--- src/rtl/cpu_pkg.sv ---
// rtl/cpu_pkg.sv - shared fetch-sequencer types and constants
package cpu_pkg;

    typedef enum logic [1:0] {
        BOOT  = 2'd0,
        FETCH = 2'd1,
        ISSUE = 2'd2
    } seq_state_t;

    localparam int          INSTR_BYTES      = 4;
    localparam logic [31:0] DEFAULT_RESET_PC = 32'h0000_0000;

endpackage

--- src/rtl/next_pc_calc.sv ---
// rtl/next_pc_calc.sv - PC+4 / branch-target adder with sign extension and word alignment
module next_pc_calc
    import cpu_pkg::*;
#(
    parameter int ADDR_WIDTH   = 32,
    parameter int OFFSET_WIDTH = 16
) (
    input  logic [ADDR_WIDTH-1:0]   pc,
    input  logic                    branch_taken,
    input  logic [OFFSET_WIDTH-1:0] branch_offset,
    output logic [ADDR_WIDTH-1:0]   next_pc
);

    logic [ADDR_WIDTH-1:0] pc_plus4;
    logic [ADDR_WIDTH-1:0] offset_ext;
    logic [ADDR_WIDTH-1:0] target;

    assign pc_plus4   = pc + ADDR_WIDTH'(INSTR_BYTES);
    // Word offset becomes a byte offset; sums wrap modulo 2^ADDR_WIDTH.
    assign offset_ext = {{(ADDR_WIDTH-OFFSET_WIDTH){branch_offset[OFFSET_WIDTH-1]}}, branch_offset} << 2;
    assign target     = pc_plus4 + offset_ext;
    assign next_pc    = branch_taken ? {target[ADDR_WIDTH-1:2], 2'b00} : pc_plus4;

endmodule

--- src/rtl/pc_sequencer.sv ---
// rtl/pc_sequencer.sv - program counter and req/ack instruction fetch sequencer
module pc_sequencer
    import cpu_pkg::*;
#(
    parameter int                    ADDR_WIDTH   = 32,
    parameter logic [ADDR_WIDTH-1:0] RESET_PC     = ADDR_WIDTH'(DEFAULT_RESET_PC),
    parameter int                    OFFSET_WIDTH = 16
) (
    input  logic                    clk,
    input  logic                    rst_n,
    input  logic                    branch_mux_ctrl,
    input  logic [OFFSET_WIDTH-1:0] branch_offset,
    input  logic                    stall,
    output logic                    imem_req,
    output logic [ADDR_WIDTH-1:0]   imem_addr,
    input  logic                    imem_ack,
    input  logic [31:0]             imem_rdata,
    output logic                    instr_valid,
    output logic [31:0]             instr_out,
    output logic [ADDR_WIDTH-1:0]   instr_pc,
    output logic [31:0]             retire_count
);

    seq_state_t            state;
    seq_state_t            state_next;
    logic [ADDR_WIDTH-1:0] pc;
    logic [ADDR_WIDTH-1:0] next_pc;
    logic                  do_capture;
    logic                  do_release;

    next_pc_calc #(
        .ADDR_WIDTH   (ADDR_WIDTH),
        .OFFSET_WIDTH (OFFSET_WIDTH)
    ) u_next_pc_calc (
        .pc            (pc),
        .branch_taken  (branch_mux_ctrl),
        .branch_offset (branch_offset),
        .next_pc       (next_pc)
    );

    // pc only moves on release, so it doubles as the stable fetch address.
    assign imem_addr = pc;

    always_comb begin
        state_next = state;
        do_capture = 1'b0;
        do_release = 1'b0;
        case (state)
            BOOT: state_next = FETCH;
            FETCH: begin
                if (imem_req && imem_ack) begin
                    do_capture = 1'b1;
                    state_next = ISSUE;
                end
            end
            ISSUE: begin
                if (!stall) begin
                    do_release = 1'b1;
                    state_next = FETCH;
                end
            end
            default: state_next = BOOT;
        endcase
    end

    always_ff @(posedge clk or negedge rst_n) begin
        if (!rst_n) begin
            state        <= BOOT;
            pc           <= RESET_PC;
            imem_req     <= 1'b0;
            instr_valid  <= 1'b0;
            instr_out    <= '0;
            instr_pc     <= '0;
            retire_count <= '0;
        end else begin
            state    <= state_next;
            imem_req <= (state_next == FETCH);
            if (do_capture) begin
                instr_out   <= imem_rdata;
                instr_pc    <= pc;
                instr_valid <= 1'b1;
            end
            if (do_release) begin
                instr_valid  <= 1'b0;
                pc           <= next_pc;
                retire_count <= retire_count + 32'd1;
            end
        end
    end

endmodule

--- config.mk ---
export PLATFORM = sky130hd
export DESIGN_NAME = pc_sequencer
export DESIGN_NICKNAME = d
export VERILOG_FILES = /design/src/rtl/cpu_pkg.sv /design/src/rtl/next_pc_calc.sv /design/src/rtl/pc_sequencer.sv
export SDC_FILE = /design/constraint.sdc
export NUM_CORES = 1
export LEC_CHECK = 0
export ABC_CLOCK_PERIOD_IN_PS = 7200
export CAP_MARGIN = 30
export CORE_MARGIN = 1
export CORE_UTILIZATION = 55
export DETAILED_ROUTE_END_ITERATION = 8
export HOLD_SLACK_MARGIN = 0.02
export PLACE_DENSITY = 0.86
export RECOVER_POWER = 50
export SYNTH_ARGS = -nofsm -noshare
export SYNTH_HDL_FRONTEND = slang
export SYNTH_SLANG_ARGS = --single-unit
--- constraint.sdc ---
create_clock -name clk -period 7.2 [get_ports clk]
set_input_delay 1.08 -clock clk [delete_from_list [all_inputs] [get_ports clk]]
set_output_delay 1.08 -clock clk [all_outputs]
set_load 0.1 [all_outputs]
After elaboration in Yosys (flattened, before gate mapping)
Index checks and enable logic that the tools add are counted.
Word-level totals
  bits in registers: 132
  bits of input ports: 53
  output and inout bits: 130
  logic and storage cells: 26
Cells by class
  add/subtract/negate cells: 3
  equality and inequality tests: 3
  muxes and demuxes: 10
  reductions and logical operators: 3
Operators by type and width (number)
  adder 32 x 1 -> 32 bit (second input constant): 1
  adder 32 x 3 -> 32 bit (second input constant): 1
  adder 32 bit: 1
  2-to-1 mux 32 bit: 1
  2-to-1 mux 1 bit: 6
  case mux 2 bit (3 select lines): 1
  == test 2 x 1 -> 1 bit (second input constant): 2
  2-to-1 mux 2 bit: 2
  == test 2 bit (second input constant): 1
  logical NOT 2 bit: 1
  nonzero test 2 bit: 1
  logical AND 1 bit: 1

Longest topological paths before layout
  depth in word-level cells: 5
  gate-level depth with buffers: 18
  gate-level depth less buffers: 15

Modules after synthesis
From an unflattened synthesis, not the netlist that was laid out.
Unflattened totals
  cell total of the unflattened synthesis: 763
  area total of the unflattened synthesis: 7977.7 µm²
By module, submodules not included
  pc_sequencer: times used 1, cells an instance 349, area an instance 5211.2 µm², sequential area each 3303.2 µm²
  next_pc_calc: times used 1, cells an instance 414, area an instance 2766.4 µm², sequential area each 0.0 µm²

Least setup slack after synthesis
OpenSTA, ideal clock, no wires.
  path kind: reg-to-reg
  start: reg pc[4], in the netlist imem_addr[4]
  end: reg pc[31], in the netlist imem_addr[31]
  library setup time: 0.136 ns
  data arrival time: 4.135 ns
  slack: 2.930 ns
  stages on the path, launching flop included: 19
  clock period less this slack: 4.270 ns
  path through: dfrtp_1 -> buf_4 -> and3_1 -> buf_2 -> and3_1 -> buf_4 -> and2_4 -> nand2_4 -> nor3_4 -> nand3_1 -> xnor2_1 -> ha_1 -> a21oi_1 -> o21ai_0 -> a2111oi_0 -> o32a_1 -> a211oi_1 -> nor4_1 -> nand3_1
On the way
  cells in the longest elaborated chain, start to end: 3
RTL lines
  from (decl): RTL line pc_sequencer.sv:26  | logic [ADDR_WIDTH-1:0] pc;
  from (signal assigned): RTL line pc_sequencer.sv:85  | pc <= next_pc;
  adder 32 x 3 -> 32 bit *: RTL line next_pc_calc.sv:18  | assign pc_plus4 = pc + ADDR_WIDTH'(INSTR_BYTES);
  adder 32 bit: RTL line next_pc_calc.sv:21  | assign target = pc_plus4 + offset_ext;
  2-to-1 mux 32 bit *: RTL line next_pc_calc.sv:22  | assign next_pc = branch_taken ? {target[ADDR_WIDTH-1:2], 2'b00} : pc_plus4;
Mark *: on every way between the ends. The rest lies on a longest branch, timed or not.
A chain may end at the register's enable or synchronous reset.

==> impl_results.md <==
* Outcome: complete, but fails checks
* Violated checks: max-capacitance violations, max-slew violations
* Critical Path, Cell by Cell: clkbuf_1 -> clkbuf_2
* Hold_ws at around 0.48 ns
* RSZ-0062 raised after global routing: no
* Final Net Count at 1055
* Number of synthesized flops with an enable pin at 0
* Critical path fanouts, max at 67
* Max frequency at approximately 210 MHz
* Sequential cell area fraction in the yosys report at 41.4%
* CTS H-Tree Depth at 4
* Ratio of cells with drive above 1 in the final layout at 11.2%
* Syn. warnings at 0
* Crit Path Category: primary input to asynchronous set/reset pin
* I/O pin cnt at 183
* Final WL at 21.5 mm
* R2R setup slack at 2.93 ns
* DRC violations left at 0
* CTS Hold Buffers Added at 0
* Die width at 121 um
* Syn Inst Count at 795
* Number of fill cells at ~890
* Cts bufs inserted at 17
* Max incr delay on CP at 2.22 ns
* Vias in the first global route at around 6600
* Synth Cell Area at about 0.0077 mm2
* Number of DRC markers in iteration 0 at approximately 820
* Initial antenna violation count at 0
* Clock Skew at between 0.01 and 0.015 ns
* CP startpoint kind: primary input
* Post_cts resized at 0
* All-Layer GR Usage at 30.4%
* TritonCTS clock tree: yes
* Least-Margin Pin Slew at approximately 3.2 ns
* Top cells by area, synth: dfrtp_1 (41%), mux2_2 (8.7%), ha_1 (6.1%), xnor2_1 (5.2%), nand2_1 (3.5%)
* Drt wl/cell at 18.7 um
* Antenna diode count at 0
* Detail Route Antenna Nets at 0
* Area growth from synthesis to layout at 32.8%
* FF+latch count, synth at 128
* Post-CTS Setup Bufs at 0
* Core area at 0.0135 mm2
* Worst-skew pair later-pin latency at around 0.43 ns
* Mean Syn Cell Area at between 9 and 10 um2
* Buf+Inv Stages, Crit Path at 2
* CP max-delay cell: clkbuf_1
* Multi-input logic area at roughly 0.0043 mm2
* Top cell type by total area after synthesis: dfrtp_1
* Min-Delay Path Class: flip-flop to flip-flop
* Clock Pin Slew Worst Setup and Hold Paths at 0.06 ns
* Via count at ~6900
* Relative slew slack at -114%
* Layout Utilization at about 76%
* Slew Viols, Final at 200
* CP top delay family: buffers and inverters
* CTS Buffer Depth at 2
* Total grt overflow at 0
* Top_reg_cell synth: dfrtp_1
* Unique masters post-synth at 65
* Die Height at 121 um
* Fin crit period at approximately 4.7 ns
* Share of Yosys cell area claimed by the top area cell type at between 40% and 50%
* Max-cap viol count at 4
* Drt pass-1 iters at 6
* Crit end category: asynchronous set/reset pin
* Pin count of the biggest net entering global routing at 68
* Gpl congestion at about 0.96
* DIE AREA at 0.0145 mm2
* Vias/cell at 5.98
* Setup violators final at 0
* Std cell rows at 42
* Final Hold Viols at 0
* Most common cell after layout, fill and taps aside: clkdlybuf4s50_1
* Sink Count at 128
* Dpl hpwl at 15.2 mm
* Most frequent cells in the layout: clkdlybuf4s50_1 (174), dfrtp_1 (128), nand2_1 (72)
* Starting density of the core at 57.3%
* WP data required at 7.42 ns
* First-pass GRT wire length at around 34 mm
* Clock root buffer: clkbuf_16
* Post-synth ARST share at 100%
* Sum Neg Setup Slack at 0 ns
* Register area at ~0.0032 mm2
* Final period util at 64.7%
* PortBufs at 178
* Arrival time at the worst endpoint at 4.88 ns
[tightest hold or removal path: stages (launching register included)]
cell and delay (ns):
dfrtp_1 0.34, nand2_1 0.05, o21ai_0 0.06
[registers in the layout, summed over array words and instances (netlist names)]
signal and cells:
imem_addr 30, imem_req 1, instr_out 32, instr_pc 30, instr_valid 1, retire_count 32
state 2
[logic make-up (layout without fill, tap and decap cells)]
family,count (synthesis),count (layout),share of synthesized area (%)
other,1,4,0.0485
buffers and inverters,56,234,3.22
adder cells (fa/ha/maj),39,39,6.40
multiplexers,66,66,9.51
flip-flops,128,128,41.4
AND/OR/NAND/NOR,255,255,16.8
XOR/XNOR,74,74,8.38
AO/OA/AOI/OAI,176,176,14.2
[worst paths after layout]
check	end	start	cells past startpoint
worst max-delay path	imem_addr[28]$_DFFE_PN0P_	rst_n	2
worst max register to register	imem_addr[28]$_DFFE_PN0P_	imem_addr[4]$_DFFE_PN0P_	13
max in group clk	imem_addr[28]$_DFFE_PN0P_	imem_addr[4]$_DFFE_PN0P_	13
worst min-delay path	instr_pc[2]$_DFFE_PN0P_	instr_pc[2]$_DFFE_PN0P_	2
min in group asynchronous	imem_addr[5]$_DFFE_PN0P_	rst_n	1
worst min register to register	instr_pc[2]$_DFFE_PN0P_	instr_pc[2]$_DFFE_PN0P_	2
[per-stage QoR]
stage	instance area, um2	std cells	setup slack (ns)
floorplan	7750	798	2.93
global placement	9600	1118	2.79
detailed placement	9630	1119	2.72
CTS	10300	1151	3.09
global route	10300	1152	1.59
finish	10300	1152	2.54
[synthesized netlist by cell type, types with 3 or more instances]
cell type,number
mux2i_1,6
a21o_1,15
or3_1,6
nand3b_1,5
xnor2_1,46
nor3_1,16
o211ai_1,5
and4_1,3
xor2_1,28
nand3_1,32
buf_2,4
o21bai_1,7
nand4_1,14
nor2_1,58
dfrtp_1,128
and3_1,21
nand2_1,72
ha_1,38
a211oi_1,6
a22oi_1,7
o31ai_1,3
a31oi_1,8
buf_4,7
nor4_1,6
o32ai_1,3
o21ai_0,49
clkbuf_1,23
o21a_1,6
a21oi_1,47
mux2_2,60
buf_1,5
o22ai_1,3
inv_1,16
o2111ai_1,3
[per-layer routing]
metal / vias up / wire [um] / GRT usage, % / share of wire, %
li1: 3195 / - / - / -
met1: 3331 / 8970 / 39.2 / 42
met2: 319 / 10500 / 49.9 / 49
met3: 48 / 1620 / 7.12 / 7.5
met4: 0 / 504 / 10.6 / 2.3
met5: - / 0 / 0 / 0
[final cells by class]
cell class,instances,share of cell area (%)
clock buffer,18,4.18
clock inverter,14,2.08
inverter,16,0.584
multi-input combinational,614,41.8
sequential,128,31.2
tap,176,2.14
timing repair buffer,186,18.0
Power is not shown: default switching activity piles up to over one toggle a cycle in this logic, so the estimate is an artifact.
